`src/rtl/xalu_pkg.sv`:
```
// xalu_pkg: shared constants and types for the nibble-serial ALU sequencer.
//   NIBBLE_W     width of one ALU slice operand
//   OP_*         function codes carried on op / sl_f
//   state_t      sequencer states
package xalu_pkg;

   localparam int NIBBLE_W = 4;

   localparam logic [2:0] OP_ADD   = 3'd0;
   localparam logic [2:0] OP_AND   = 3'd1;
   localparam logic [2:0] OP_OR    = 3'd2;
   localparam logic [2:0] OP_XOR   = 3'd3;
   localparam logic [2:0] OP_PASSA = 3'd4;
   localparam logic [2:0] OP_PASSB = 3'd5;
   localparam logic [2:0] OP_SHR   = 3'd6;
   localparam logic [2:0] OP_SHL   = 3'd7;

   typedef enum logic [1:0] {
      ST_IDLE = 2'd0,
      ST_RUN  = 2'd1,
      ST_DONE = 2'd2
   } state_t;

endpackage

```
`src/rtl/xalu_nibble_seq.sv`:
```
// xalu_nibble_seq: runs a word-wide ALU operation through an external 4-bit
// ALU slice, one nibble per clock, chaining the slice carry through a
// register between nibbles.
//
// Ports
//   clk, rst                 clock, asynchronous active-high reset
//   start, op, com, cin      operation request, function code, complement
//                            output mode, word carry-in / shift-in
//   a, b                     word operands (latched on accepted start)
//   busy, done               operation in progress, one-cycle completion
//   result, cout, zero, equ  word result and flags, updated at completion
//   sl_a, sl_b, sl_f, sl_com,
//   sl_ci_left, sl_ci_right  drives to the slice (zero outside RUN)
//   sl_d, sl_co_left,
//   sl_co_right, sl_equ      returns from the slice
//
// state   | meaning
// --------+----------------------------------------------------------
// IDLE    | waiting for start; slice drives held at 0
// RUN     | one nibble per cycle through the slice, NIBBLES cycles
// DONE    | one cycle, done=1, result/flags already updated
module xalu_nibble_seq
   import xalu_pkg::*;
#(
   parameter int NIBBLES = 4
) (
   input  logic                    clk,
   input  logic                    rst,
   input  logic                    start,
   input  logic [2:0]              op,
   input  logic                    com,
   input  logic                    cin,
   input  logic [4*NIBBLES-1:0]    a,
   input  logic [4*NIBBLES-1:0]    b,
   output logic                    busy,
   output logic                    done,
   output logic [4*NIBBLES-1:0]    result,
   output logic                    cout,
   output logic                    zero,
   output logic                    equ,
   output logic [NIBBLE_W-1:0]     sl_a,
   output logic [NIBBLE_W-1:0]     sl_b,
   output logic [2:0]              sl_f,
   output logic                    sl_com,
   output logic                    sl_ci_left,
   output logic                    sl_ci_right,
   input  logic [NIBBLE_W-1:0]     sl_d,
   input  logic                    sl_co_left,
   input  logic                    sl_co_right,
   input  logic                    sl_equ
);

   localparam int W     = NIBBLE_W * NIBBLES;
   localparam int IDX_W = $clog2(NIBBLES);
   localparam logic [IDX_W-1:0] IDX_LAST = IDX_W'(NIBBLES - 1);

   state_t           state_q, state_d;
   logic [IDX_W-1:0] idx_q;
   logic [IDX_W-1:0] pos;
   int               bit_lo;
   logic [2:0]       op_q;
   logic             com_q, cin_q;
   logic [W-1:0]     a_q, b_q;
   logic [W-1:0]     acc_q, acc_d;
   logic             carry_q, carry_d;
   logic             equ_acc_q, equ_run;
   logic [W-1:0]     result_q;
   logic             cout_q, cout_d, zero_q, equ_q;
   logic             is_shr, first, last;

   // SHR walks MSB nibble first so the shift-in ripples downward.
   always_comb begin
      is_shr  = (op_q == OP_SHR);
      first   = (idx_q == '0);
      last    = (idx_q == IDX_LAST);
      pos     = is_shr ? (IDX_LAST - idx_q) : idx_q;
      bit_lo  = int'(pos) * NIBBLE_W;
      carry_d = is_shr ? sl_co_right : sl_co_left;
      equ_run = equ_acc_q & sl_equ;
   end

   always_comb begin
      acc_d = acc_q;
      acc_d[bit_lo +: NIBBLE_W] = sl_d;
   end

   always_comb begin
      cout_d = 1'b0;
      case (op_q)
         OP_ADD, OP_SHL: cout_d = sl_co_left;
         OP_SHR:         cout_d = sl_co_right;
         default:        cout_d = 1'b0;
      endcase
   end

   always_comb begin
      state_d     = state_q;
      busy        = 1'b0;
      done        = 1'b0;
      sl_a        = '0;
      sl_b        = '0;
      sl_f        = '0;
      sl_com      = 1'b0;
      sl_ci_left  = 1'b0;
      sl_ci_right = 1'b0;
      case (state_q)
         ST_IDLE: begin
            if (start) state_d = ST_RUN;
         end
         ST_RUN: begin
            busy   = 1'b1;
            sl_a   = a_q[bit_lo +: NIBBLE_W];
            sl_b   = b_q[bit_lo +: NIBBLE_W];
            sl_f   = op_q;
            sl_com = com_q;
            if (is_shr) sl_ci_left  = first ? cin_q : carry_q;
            else        sl_ci_right = first ? cin_q : carry_q;
            if (last) state_d = ST_DONE;
         end
         ST_DONE: begin
            done    = 1'b1;
            state_d = ST_IDLE;
         end
         default: state_d = ST_IDLE;
      endcase
   end

   always_ff @(posedge clk or posedge rst) begin
      if (rst) begin
         state_q   <= ST_IDLE;
         idx_q     <= '0;
         op_q      <= '0;
         com_q     <= 1'b0;
         cin_q     <= 1'b0;
         a_q       <= '0;
         b_q       <= '0;
         acc_q     <= '0;
         carry_q   <= 1'b0;
         equ_acc_q <= 1'b0;
         result_q  <= '0;
         cout_q    <= 1'b0;
         zero_q    <= 1'b0;
         equ_q     <= 1'b0;
      end else begin
         state_q <= state_d;
         case (state_q)
            ST_IDLE: begin
               if (start) begin
                  op_q      <= op;
                  com_q     <= com;
                  cin_q     <= cin;
                  a_q       <= a;
                  b_q       <= b;
                  idx_q     <= '0;
                  acc_q     <= '0;
                  carry_q   <= 1'b0;
                  equ_acc_q <= 1'b1;
               end
            end
            ST_RUN: begin
               idx_q     <= last ? '0 : idx_q + IDX_W'(1);
               acc_q     <= acc_d;
               carry_q   <= carry_d;
               equ_acc_q <= equ_run;
               // Only the completed word becomes visible on result.
               if (last) begin
                  result_q <= acc_d;
                  cout_q   <= cout_d;
                  zero_q   <= (acc_d == '0);
                  equ_q    <= equ_run;
               end
            end
            default: ;
         endcase
      end
   end

   assign result = result_q;
   assign cout   = cout_q;
   assign zero   = zero_q;
   assign equ    = equ_q;

endmodule

```
`config.mk`:
```
export PLATFORM = sky130hd
export DESIGN_NAME = xalu_nibble_seq
export DESIGN_NICKNAME = d
export VERILOG_FILES = /design/src/rtl/xalu_pkg.sv /design/src/rtl/xalu_nibble_seq.sv
export SDC_FILE = /design/constraint.sdc
export NUM_CORES = 1
export LEC_CHECK = 0
export ABC_AREA = 1
export CAP_MARGIN = 5
export CORE_MARGIN = 2
export CORE_UTILIZATION = 45
export DETAILED_ROUTE_END_ITERATION = 7
export PLACE_DENSITY = 0.82
export RECOVER_POWER = 25
export SETUP_SLACK_MARGIN = 0.15
export SYNTH_ARGS = -nofsm -noshare
export SYNTH_HDL_FRONTEND = slang
export SYNTH_SLANG_ARGS = --single-unit
```
`constraint.sdc`:
```
create_clock -name clk -period 2.7 [get_ports clk]
set_clock_uncertainty 0.2 [all_clocks]
set_input_delay 0.54 -clock clk [delete_from_list [all_inputs] [get_ports clk]]
set_output_delay 0.54 -clock clk [all_outputs]
set_load 0.02 [all_outputs]
```
# Word-level counts from Yosys, hierarchy flattened
# Cells that the tools add are included.
# op_classes
n_reduce_logical	10
muxes	27
add_sub_neg	3
n_shift	4
eq_ne	7
bitwise	1
# ops
cell	count
$neg A4 Y33	1
$shift A4 B33 Y16 const A	1
$shiftx A4 B33 Y16	1
$pmux W16 S2	1
$shiftx A16 B5 Y4	2
$bwmux W16	1
$logic_not A16 Y1	1
$mux W16	1
$mux W1	11
$mux W2	5
$mux W4	2
$pmux W2 S2	2
$reduce_and A2 Y1	4
$eq A3 B3 Y1 const B	2
$pmux W1 S2	3
$eq A2 B2 Y1 const B	2
$logic_not A2 Y1	2
$ne A2 B2 Y1 const B	2
$logic_not A3 Y1	1
$mux W3	1
$add A2 B1 Y2 const B	1
$eq A2 B1 Y1 const B	1
$reduce_bool A2 Y1	1
$reduce_or A2 Y1	1
2 further kinds	2
# totals
output_inout_bits	35
reg_bits	78
elab_cells	66
in_bits	47

# Longest topological paths before layout
# Gate-level depths: netlist (run 1).
# logic_depth
depth_word	6
mapped_depth	13

# Least setup slack after synthesis (run 1)
# OpenSTA, ideal clock, no wires.
# synth_timing
kind	register to output
from	register op_q[1]
to	output port sl_a[3]
path_stages_with_launch	9
path_slack_ns	0.418
arrival_time_ns	1.542
cell_sequence	dfrtp_1 -> nand2_2 -> nor2_4 -> nand2_2 -> nand2_8 -> nand2_2 -> inv_1 -> a22oi_1 -> a21oi_1
# synth_between
elab_chain_len	4
# synth_rtl
element	line_no	source
from (decl)	xalu_nibble_seq.sv:61	logic [2:0] op_q;
from (signal assigned)	xalu_nibble_seq.sv:149	op_q <= op;
$eq A3 B3 Y1	xalu_nibble_seq.sv:73	is_shr = (op_q == OP_SHR);
$mux W2	xalu_nibble_seq.sv:76	pos = is_shr ? (IDX_LAST - idx_q) : idx_q;
$shiftx A16 B5 Y4	xalu_nibble_seq.sv:112	sl_a = a_q[bit_lo +: NIBBLE_W];
$mux W4	xalu_nibble_seq.sv:106	case (state_q)
to (decl)	xalu_nibble_seq.sv:41	output logic [NIBBLE_W-1:0] sl_a,
# No other way between the ends.

# Worst setup path after layout (run 1)
# layout_timing
from	register op_q[0]
to	output port sl_b[0]
# layout_between
elab_chain_len	4
# layout_rtl
element	line_no	source
$eq A3 B3 Y1	xalu_nibble_seq.sv:73	
$mux W2	xalu_nibble_seq.sv:76	
$shiftx A16 B5 Y4	xalu_nibble_seq.sv:113	sl_b = b_q[bit_lo +: NIBBLE_W];
$mux W4	xalu_nibble_seq.sv:106	
to (decl)	xalu_nibble_seq.sv:42	output logic [NIBBLE_W-1:0] sl_b,
# No other way between the ends.

==> summary.txt, run 1 <==
Run status -> finished with violations
Failing checks -> negative setup slack
Commonest non-fill, non-tap cell in the layout -> dfrtp_1
Worst Setup End Kind -> output port
DIE WIDTH -> 93.7 um
Final Util -> 0.660
GPL Wtd Cong -> 0.847
DRT Pass-1 Iters -> 5
Iteration-0 DRC Markers -> 191
Die area -> 8780 um^2
CTS tree -> done
Antenna cells -> 0
Data required, critical path -> 1960 ps
All-Layer GR Usage -> 0.220
Synth Area in Compound Gates -> 0.134
Net Sw Power -> 3060 uW
I/O Pins -> 82
Dpl cells -> 580
CTS Sinks -> 78
Clock slew at reported path FFs -> 80 ps
First-pass GRT wire length -> 14800 um
Met3 usage -> 0.0666
Setup TNS -> -53.2 ps
Switching share of total power -> 0.435
Leak pwr -> 0.00238 uW
Initial Util -> 0.466
Number of fill cells -> 611
DP Worst Slack -> -130 ps
I/O Buffers -> 81
Part of the power in the clock network -> 0.126
Worst R2R Setup Slack -> 270 ps
Commonest cells after routing, fill and taps aside -> dfrtp_1, nand2_1, clkdlybuf4s50_1
Mapped Nets -> 441
Tmin final -> 2720 ps
DRT Wirelength -> 9120 um
Synth Area in Adders -> 0.00691
Largest net degree at the start of global routing -> 52
Flop pwr share -> 0.285
Async set or reset register ratio after synthesis -> 1.00
CP Launch Type -> flip-flop
CORE AREA -> 7770 um^2
Synth Flop Type -> dfrtp_1
Antenna Violating Nets Remaining -> 0
Tcrit/Tclk final -> 1.01
FF/Latch Area -> 1950 um^2
Area of the multi-input gates -> 1550 um^2
Critical path class -> reg -> out
Setup slack after layout -> -24.6 ps
RSZ-0062 raised after global routing -> yes
Clock buffer depth -> 2
Number of synthesized flops with an enable pin -> 0
Slew @ Worst Pin -> 1150 ps
Fin cells -> 619
Simple-Gate Fraction of Synth Area -> 0.171
Num CTS Buffers -> 9
F_max -> 0.367 GHz
Cell Area, Synth -> 3620 um^2
Power Dens Cells -> 1370 nW/um^2
Syn. warnings -> 0
Post-synthesis sequential area ratio -> 0.539
Hold Path Class -> reg -> reg
Routed vias -> 3181
Final Hold Viols -> 0
Largest family of logic cells by synthesized area -> simple AND/OR/NAND/NOR gates
P_int -> 3970 uW
GR Layer Usage met1 -> 0.283
GRT overflow -> 0
Initial antenna violation count -> 0
#FFs+latches synth -> 78
Relative slew slack -> 0.228
Max IR drop VDD -> 0.000822 V
Slew Limit Fails -> 0
GR Layer Usage met2 -> 0.355
Post-DR vias/cell -> 5.14
HPWL after detailed placement -> 6130 um
Hold-fix buffers at CTS -> 0
Row Count -> 32
DRC -> 0
Mux share of post-synthesis cell area -> 0.0777
Layout cells sized above 1 -> 0.284
CP arrival -> 1980 ps
Final nets -> 561
Clock Tree Root -> clkbuf_8
Critical Path Fanout Max -> 7
Die Y -> 93.7 um
Vias in the first global route -> 3161
Post-DR wirelength/cell -> 14.7 um
Clk_lat worst skew -> 350 ps
Htree depth -> 3
Grt peak-use layer -> met2
Syn_area_per_cell -> 9.24 um^2
Area grow syn2layout -> 41.6%
Maxcap violations -> 0
Power share of the combinational group -> 0.590
Final number of setup-violating endpoints -> 5
Unique masters post-synth -> 28
Xor/xnor share of the synthesized area -> 0
Syn Inst Count -> 392
## state kept, by name (all words and copies together), names as in the netlist
name	flops
a_q	16
acc_q	16
b_q	16
carry_q	1
cin_q	1
com_q	1
cout	1
equ	1
equ_acc_q	1
idx_q	2
op_q	3
result	16
state_q	2
zero	1
## stage by stage
stage	power (uW)	hold WS (ps)	cell area, um^2
after floorplan	4220	247	3630
after global routing	7510	305	5130
after global placement	5480	266	4680
after CTS	6740	292	5050
final	7020	287	5130
after detailed placement	5580	273	4680
## final cells by class
class                           instances  share of cell area
Clock buffer                           13              0.0310
Clock inverter                          3             0.00829
Inverter                               50              0.0390
Multi-Input combinational cell        250               0.302
Sequential cell                        78               0.381
Tap cell                              102              0.0249
Timing Repair Buffer                  123               0.214
## routing by layer
metal  vias to the layer above  wire, um
met5                         -         0
met2                       118      4460
met4                         0       134
li1                       1515         -
met1                      1534      3960
met3                        14       568
## repair_timing
action                                  CTS  global route
endpoints found under the setup margin   14            22
pin swaps                                11             8
buffers inserted                         17             6
resized for setup                        75            25
## logic make-up (layout without fill, tap and decap cells)
group / Yosys count / in the layout
mux: 25 / 25
flops: 78 / 78
fa+ha+maj: 2 / 2
compound gates: 86 / 86
simple gates: 137 / 137
buf+inv: 64 / 189
## critical path, stage by stage, from the launching register on
cell	delay (ps)
dfrtp_1	420
buf_6	140
nor2_4	170
nand2_4	90
nand2_8	120
nand2_4	60
clkinvlp_4	180
a22oi_2	100
a21oi_1	150
buf_2	190
## Yosys cell counts (3+ instances only)
library cell   n  area [um^2]
inv_1         48          180
clkbuf_1       8         30.0
nand2_1       80          300
nand2_4        3         33.8
a22oi_1        8         60.1
o22ai_1       10         62.6
o21ai_0       37          185
nor2_4         4         45.0
dfrtp_1       78         1950
nor3_1         3         15.0
nand2_2        5         31.3
buf_2          3         15.0
mux2_2        25          282
nor2_1        30          113
nand3_1        9         45.0
o21ai_1        3         15.0
a21oi_1       24          120
## power by group through the flow
| stage | registers, uW | logic [uW] | clock network, uW |
|---|---|---|---|
| CTS | 1970 | 3860 | 902 |
| global route | 2060 | 4490 | 958 |
| finish | 2000 | 4140 | 882 |
| floorplan | 2080 | 2150 | 0 |
| detailed placement | 2000 | 3570 | 0 |
| global placement | 1970 | 3500 | 0 |
## path summary, 6_finish.rpt
path | depth (start not counted) | endpoint | startpoint
setup reg to reg | 9 | acc_q[1] | state_q[1]
min in group asynchronous | 2 | a_q[9] | rst
setup / recovery | 9 | sl_b[0] | op_q[0]
hold reg to reg | 2 | result[2] | result[2]
hold / removal | 2 | result[2] | result[2]
max in group asynchronous | 3 | op_q[2] | rst
Note: power is estimated with default switching activity, not from simulation.
==> run 2: changes to the inputs <==
--- a/config.mk
+++ b/config.mk
@@ -7,7 +7,7 @@
 export LEC_CHECK = 0
 export ABC_AREA = 1
 export CAP_MARGIN = 5
-export CORE_MARGIN = 2
+export CORE_MARGIN = 1
 export CORE_UTILIZATION = 45
 export DETAILED_ROUTE_END_ITERATION = 7
 export PLACE_DENSITY = 0.82
==> summary.txt, run 2 (synthesized netlist as in run 1, its figures left out) <==
Final Util -> 0.656
Worst R2R Setup Slack -> 480 ps
CP arrival -> 1960 ps
Final nets -> 550
Num CTS Buffers -> 9
Crit-path cells -> nand2_2, nor2_4, nand2_4, nand2_8, nand2_4, clkinvlp_4, buf_6, nand2_4, a21oi_2, buf_4
CTS Sinks -> 78
Clock slew at reported path FFs -> 80 ps
Antenna cells -> 0
Critical path's largest stage delay -> 430 ps
First-pass GRT wire length -> 14700 um
Run status -> finished with violations
Htree depth -> 3
Met3 usage -> 0.0498
Area grow syn2layout -> 40.8%
Die Y -> 91.7 um
Data required, critical path -> 1960 ps
Routed vias -> 3126
Slew Limit Fails -> 0
Relative slew slack -> 0.184
GR Layer Usage met2 -> 0.360
Fin cells -> 608
DIE WIDTH -> 91.7 um
Row Count -> 32
Initial Util -> 0.466
Antenna Violating Nets Remaining -> 0
CP delay by family, top -> simple AND/OR/NAND/NOR gates
Max IR drop VDD -> 0.000732 V
Largest net degree at the start of global routing -> 52
Buf/Inv on CP -> 3
Setup slack after layout -> -3.34 ps
R2R depth -> 14
Vias in the first global route -> 3167
Slowest cell on crit path -> dfrtp_2
Post-DR wirelength/cell -> 14.6 um
RSZ-0062 raised after global routing -> yes
GPL Wtd Cong -> 0.879
Final number of setup-violating endpoints -> 1
Die area -> 8410 um^2
Critical Path Fanout Max -> 8
GR Layer Usage met1 -> 0.292
Hold Path Class -> reg -> reg
Hold worst-path end -> cout
Leak pwr -> 0.00236 uW
Power Dens Cells -> 1390 nW/um^2
Slew @ Worst Pin -> 1220 ps
Iteration-0 DRC Markers -> 206
DRT Pass-1 Iters -> 5
Clock Tree Root -> clkbuf_8
Hold Startpoint -> cout
Clk_lat worst skew -> 350 ps
HPWL after detailed placement -> 5850 um
Tmin final -> 2700 ps
DRC -> 0
CORE AREA -> 7770 um^2
Critical R2R Launch -> op_q[2]
Hold depth -> 2
Clock buffer depth -> 2
RR Endpoint -> zero
CTS tree -> done
I/O Pins -> 82
Worst Setup End Kind -> output port
Failing checks -> negative setup slack
Maxcap violations -> 0
Layout cells sized above 1 -> 0.251
Dpl cells -> 575
Tcrit/Tclk final -> 1.00
Final Hold Viols -> 0
Initial antenna violation count -> 0
F_max -> 0.370 GHz
Grt peak-use layer -> met2
DRT Wirelength -> 8880 um
I/O Buffers -> 81
Post-DR vias/cell -> 5.14
Critical path class -> reg -> out
CP Launch Type -> flip-flop
Commonest cells after routing, fill and taps aside -> nand2_1, dfrtp_1, clkdlybuf4s50_1
All-Layer GR Usage -> 0.226
CP dominant cell by count -> nand2_4
GRT overflow -> 0
==> run 2: cell types whose count changed in the layout (fill, tap and decap cells not counted), sizes merged <==
cell,before,now
buf,50,40
clkbuf,17,11
bufinv,1,3
dlygate4sd2,2,4
inv,46,47
==> run 2: tightest hold or removal path: cells and delay by family (launching register included) <==
family | cells | cell delay [ps]
flops | 1 | 350
simple gates | 1 | 50
compound gates | 1 | 60
==> run 2: how the worst max path moves through the flow <==
stage          startpoint  slack, ps  cells after the start  endpoint
2_1_floorplan     op_q[1]        420                      8   sl_a[3]
3_3_place_gp      op_q[1]        -60                      9   sl_b[3]
3_5_place_dp      op_q[1]       -110                      9   sl_b[0]
4_1_cts           op_q[0]         20                      9   sl_b[0]
5_1_grt           op_q[2]       -110                     10   sl_a[0]
6_report          op_q[2]         -3                     10   sl_a[0]
==> run 2: repair_timing <==
| item | 4_1_cts | 5_1_grt |
|---|---|---|
| buffers inserted | 11 | 6 |
| gates resized for setup | 74 | 16 |
| pin swaps | 12 | 8 |
| hold buffers | 0 | 0 |
| setup endpoints to repair | 14 | 10 |
==> run 2: where the power goes <==
| group | switching [uW] | internal, uW |
|---|---|---|
| Clock | 431 | 612 |
| Sequential | 297 | 1700 |
| Combinational | 2310 | 1750 |
| Total | 3030 | 4070 |
==> run 2: final cells by class <==
| class | instances | area (um^2) |
|---|---|---|
| sequential | 78 | 1960 |
| multi-input combinational | 250 | 1530 |
| clock inverter | 6 | 110 |
| tap | 102 | 128 |
| timing repair buffer | 112 | 1050 |
| fill | 597 | 2670 |
| clock buffer | 10 | 128 |
| inverter | 50 | 196 |
==> run 2: stage by stage <==
step                      instance area [um^2]  setup WS [ps]  hold WS [ps]  power (uW)  TNS, ps
final                                     5100          -3.34           287        7100    -3.34
after global routing                      5100           -113           317        7570     -699
after CTS                                 5020           18.6           248        6870        0
after detailed placement                  4640           -111           270        5540     -663
after global placement                    4640          -63.1           263        5430     -263
after floorplan                           3630            418           247        4220        0
==> run 2: layer usage <==
layer  share of wire  wire [um]
met5               0          0
met1            0.42       3730
met3           0.070        619
met2            0.49       4330
met4           0.022        199
